## config.mk

```make
export PLATFORM = sky130hd
export DESIGN_NAME = conversor_binario_bcd
export DESIGN_NICKNAME = d
export VERILOG_FILES = /design/src/rtl/conversor_binario_bcd.sv
export SDC_FILE = /design/constraint.sdc
export NUM_CORES = 1
export LEC_CHECK = 0
export CORE_MARGIN = 1.5
export CORE_UTILIZATION = 45
export DETAILED_ROUTE_END_ITERATION = 7
export MAX_ROUTING_LAYER = met4
export PLACE_DENSITY_LB_ADDON = 0.12
export SLEW_MARGIN = 10
export SYNTH_ARGS = -nofsm -noshare
export SYNTH_HDL_FRONTEND = slang
export SYNTH_SLANG_ARGS = --single-unit
```

## constraint.sdc

```tcl
create_clock -name clk -period 1.73 [get_ports clk]
set_input_delay 0.2595 -clock clk [delete_from_list [all_inputs] [get_ports clk]]
set_output_delay 0.2595 -clock clk [all_outputs]
set_load 0.02 [all_outputs]
```

## src/rtl/conversor_binario_bcd.sv

```systemverilog
`timescale 1ns/1ps
// Signed 16-bit two's-complement to sign + 5-digit BCD converter (double dabble).
// The output register only changes on completion or reset, so the display never sees partial results.
//
// state    | meaning
// INACTIVO | idle, waiting for valido
// DESPLAZA | 16 add-3/shift steps on {scratch, magnitude}
// FIN      | publish {sign, scratch}, pulse listo
module conversor_binario_bcd (
   input  logic        clk,
   input  logic        reset,
   input  logic [15:0] producto,
   input  logic        valido,
   output logic [20:0] codigo_BCD,
   output logic        listo,
   output logic        ocupado
);

   typedef enum logic [1:0] {
      INACTIVO = 2'd0,
      DESPLAZA = 2'd1,
      FIN      = 2'd2
   } t_estado;

   t_estado     r_estado;
   logic [15:0] r_mag;
   logic        r_signo;
   logic [19:0] r_scratch;
   logic [3:0]  r_cnt;
   logic [20:0] r_codigo;
   logic        r_listo;

   logic [15:0] w_mag;
   logic [19:0] w_adj;
   logic [35:0] w_desp;

   // 0x8000 negates to itself, which read as unsigned is the wanted 32768.
   assign w_mag = producto[15] ? (~producto + 16'd1) : producto;

   always_comb begin
      w_adj = r_scratch;
      for (int d = 0; d < 5; d++) begin
         if (r_scratch[d*4 +: 4] >= 4'd5)
            w_adj[d*4 +: 4] = r_scratch[d*4 +: 4] + 4'd3;
      end
   end

   assign w_desp = {w_adj, r_mag} << 1;

   always_ff @(posedge clk or negedge reset) begin
      if (!reset) begin
         r_estado  <= INACTIVO;
         r_mag     <= '0;
         r_signo   <= 1'b0;
         r_scratch <= '0;
         r_cnt     <= '0;
         r_codigo  <= '0;
         r_listo   <= 1'b0;
      end else begin
         r_listo <= 1'b0;
         case (r_estado)
            INACTIVO: begin
               if (valido) begin
                  r_mag     <= w_mag;
                  r_signo   <= producto[15];
                  r_scratch <= '0;
                  r_cnt     <= '0;
                  r_estado  <= DESPLAZA;
               end
            end
            DESPLAZA: begin
               r_scratch <= w_desp[35:16];
               r_mag     <= w_desp[15:0];
               r_cnt     <= r_cnt + 4'd1;
               if (r_cnt == 4'd15)
                  r_estado <= FIN;
            end
            FIN: begin
               r_codigo <= {r_signo, r_scratch};
               r_listo  <= 1'b1;
               r_estado <= INACTIVO;
            end
            default: r_estado <= INACTIVO;
         endcase
      end
   end

   assign codigo_BCD = r_codigo;
   assign listo      = r_listo;
   assign ocupado    = (r_estado != INACTIVO);

endmodule

```

==> impl_metrics.py <==
metrics = {
    "run_status": {
        "status": "complete, no violations",
    },
    "pwr": {
        "total_leakage_power_nw": 1.90,
        "max-vdd-ir-drop_mv": 0.897,
        "pwr_density_cell_nw_per_um2": 1600,
    },
    "synthesis": {
        "synth_sequential_area_ratio_pct": 49.7,
        "netlist.area_leader.share_pct": 49.7,
        "post-synth-top-area-cell": "dfrtp_1",
        "netlist_instances": 322,
        "synth_enable_flop_cells": 0,
        "synth_seq_cells": 65,
        "total_standard_cell_area_after_synthesis_um2": 3280,
        "synth.cells.most_frequent": "65 x dfrtp_1, 34 x o21ai_0, 29 x nand2_1, 21 x nand3_1, 17 x nor2_1",
        "post-synth-top-count-cell": "dfrtp_1",
        "synthesized_net_count": 353,
        "yosysWarningCount": 0,
        "post_synth.cell_area_avg_um2": 10.2,
        "synth.distinct_cells": 39,
        "synth_area_leaders": "dfrtp_1 50%, o21ai_0 5.2%, mux2_2 5.2%",
        "synth_async_sr_flop_share_pct": 100,
        "dominantRegCellSynth": "dfrtp_1",
    },
    "sta": {
        "report.final.slew_viol_count": 0,
        "rsz0062_at_grt": "no",
        "max_freq_mhz": 608,
        "min_period_over_period_pct": 95.1,
        "final-hold-violation-count": 0,
        "tightest_slew_ps": 631,
        "finClkSkew_ps": 10.5,
        "slew_headroom_pct": 58.0,
        "final_period_minus_worst_setup_slack_ps": 1650,
        "report.final.setup_viol": 0,
    },
    "setup_path": {
        "cp-startpoint": "r_estado[1]$_DFFE_PN0P_",
        "timing.rr.start": "r_estado[1]$_DFFE_PN0P_",
        "timing.critical_path.fanout_max": 4,
        "worstRegToRegCells": 4,
        "timing.critical_path.to": "r_mag[15]$_DFFE_PN0P_",
        "rr_endpoint": "r_mag[15]$_DFFE_PN0P_",
        "worst-endpoint-required_ps": 2000,
        "critical_path_launch_point_type": "register",
        "r2r_setup_slack_ps": 80,
        "crit_type": "register to register",
        "critical_path.endpoint_type": "register",
        "cp.arrival_ps": 1920,
    },
    "clocking": {
        "post_cts_repair_setup_buffers": 0,
        "clock_tree.root_cell": "clkbuf_8",
        "clk-insertion-delay-late_ps": 340,
        "cts_tree": "built",
        "numCtsBuffers": 9,
        "cts_max_level": 3,
        "clk_pin_slew_worst_paths_ps": 70,
        "clock_path_buffers": 2,
        "clock_sinks": 65,
    },
    "layout": {
        "flow.area_growth_from_synthesis_pct": 29.6,
        "drive_gt1_share_pct": 18.1,
        "layout.filler_cells": 609,
        "utilization_pct": 61.5,
        "layout.nets": 423,
        "final_cell_area_um2": 4250,
        "antenna_cells": 0,
    },
    "floorplan": {
        "die_area_um2": 7800,
        "rows": 30,
        "fp.dieW_um": 88.3,
        "initial_core_util_pct": 47.4,
        "dieHeight_um": 88.3,
        "io_pins": 42,
        "core_area_um2": 6910,
    },
    "route": {
        "viasPerCell": 5.31,
        "drtIter0Drc": 79,
        "drcViolationCount": 0,
        "routed_wirelength_um": 6900,
        "vias": 2617,
        "routed_wire_length_per_instance_um": 14.0,
        "drt_first_pass_iters": 4,
        "antenna_violating_nets_post_route": 0,
    },
    "place": {
        "port_buffers": 41,
        "hpwlAfterDp_um": 4890,
        "gpl.final_weighted_congestion": 0.883,
        "instance_area_after_placement_um2": 4030,
    },
    "worst_hold_path": {
        "hp-class": "primary input to asynchronous set/reset pin",
    },
    "global_routing": {
        "grt_first_pass_wirelength_um": 12000,
        "track_usage_pct": 20.6,
        "grt_antenna_before_repair": 0,
        "grt_start_max_net_pins": 38,
        "grt_pass1_vias": 2586,
        "global_route.overflow_total": 0,
    },
    "run": {
        "max-cap-violations": 0,
    },
}
==> layout by cell type, fill, tap and decap left out, types with 4 or more instances in the layout <==
| cell | n |
|---|---|
| a21oi_1 | 5 |
| a22oi_1 | 13 |
| a32o_1 | 5 |
| buf_12 | 4 |
| buf_4 | 30 |
| clkbuf_8 | 12 |
| clkdlybuf4s50_1 | 39 |
| dfrtp_1 | 65 |
| ha_1 | 12 |
| inv_1 | 14 |
| mux2_2 | 15 |
| mux2i_1 | 9 |
| nand2_1 | 29 |
| nand2b_1 | 7 |
| nand3_1 | 21 |
| nor2_1 | 17 |
| o211ai_1 | 7 |
| o21ai_0 | 34 |
| o31ai_1 | 9 |
| xnor2_1 | 9 |
| xor2_1 | 6 |
==> sequential cells by signal (all words and copies together), names as in the netlist <==
register	flops
codigo_BCD	21
r_cnt	4
r_estado	2
r_scratch	20
r_signo	1
r_mag	16
listo	1
==> kinds of logic (layout without fill, tap and decap cells) <==
| family | after synthesis | in the layout | share of synthesized area (%) |
|---|---|---|---|
| and+or+nand+nor | 93 | 93 | 14.0 |
| DFF | 65 | 65 | 49.7 |
| muxes | 24 | 24 | 7.91 |
| adders and majority gates | 12 | 12 | 4.58 |
| AOI/OAI and AO/OA | 82 | 82 | 16.0 |
| xor gates and xnor gates | 15 | 15 | 4.01 |
| buffers and inverters | 31 | 106 | 3.82 |
==> power breakdown <==
group / internal [mW] / leakage (nW) / switching [mW] / total (mW)
combinational: 1.46 / 0.953 / 1.52 / 2.98
clock: 0.635 / 0.0984 / 0.592 / 1.23
sequential: 2.14 / 0.843 / 0.442 / 2.58
total: 4.23 / 1.90 / 2.55 / 6.79
==> timing repair <==
action                                 in CTS  in global routing
endpoints found under the hold margin      21                  0
gates resized for setup                     1                  3
hold buffers                                1                  0
setup endpoints to repair                   1                  3
==> how the worst min path moves through the flow <==
| stage | to | depth (start not counted) |
|---|---|---|
| 2_1_floorplan | codigo_BCD[0]$_DFFE_PN0P_ | 0 |
| 3_3_place_gp | listo$_DFF_PN0_ | 1 |
| 3_5_place_dp | listo$_DFF_PN0_ | 1 |
| 4_1_cts | r_scratch[0]$_DFFE_PN0P_ | 2 |
| 5_1_grt | codigo_BCD[13]$_DFFE_PN0P_ | 2 |
| 6_report | listo$_DFF_PN0_ | 2 |
==> metrics by stage <==
step | std cells | power [mW] | worst slack [ps] | setup TNS, ps | hold slack [ps]
after floorplan | 322 | 4.51 | -4.89 | -4.89 | -36.1
after global placement | 476 | 5.48 | -221 | -1530 | 309
after detailed placement | 476 | 5.59 | -233 | -2180 | 310
after CTS | 493 | 6.82 | 75.8 | 0 | 476
after global routing | 493 | 7.36 | 11.0 | 0 | 506
final | 493 | 6.79 | 84.9 | 0 | 474
==> layer usage <==
layer	part of all wire [%]	track usage [%]
met1	45	25.4
met2	51	34.4
met3	2.9	3.92
met4	0.99	6.39
met5	0	-
==> area by class of cell <==
class	instances	area, µm²	share of cell area, %
multi-input cells	226	1540	36.2
repair buffers	76	719	16.9
clock buffers	12	165	3.89
flip-flops and latches	65	1630	38.3
inverters	14	52.6	1.24
clock inverters	4	26.3	0.619
well taps	96	120	2.83
==> critical path, cell delays in order (launching register included) <==
cell,delay [ps]
dfrtp_1,400
or3b_1,430
or3_1,340
or3_1,350
nand3_1,70
No activity file was read; power rests on OpenSTA's default activity.
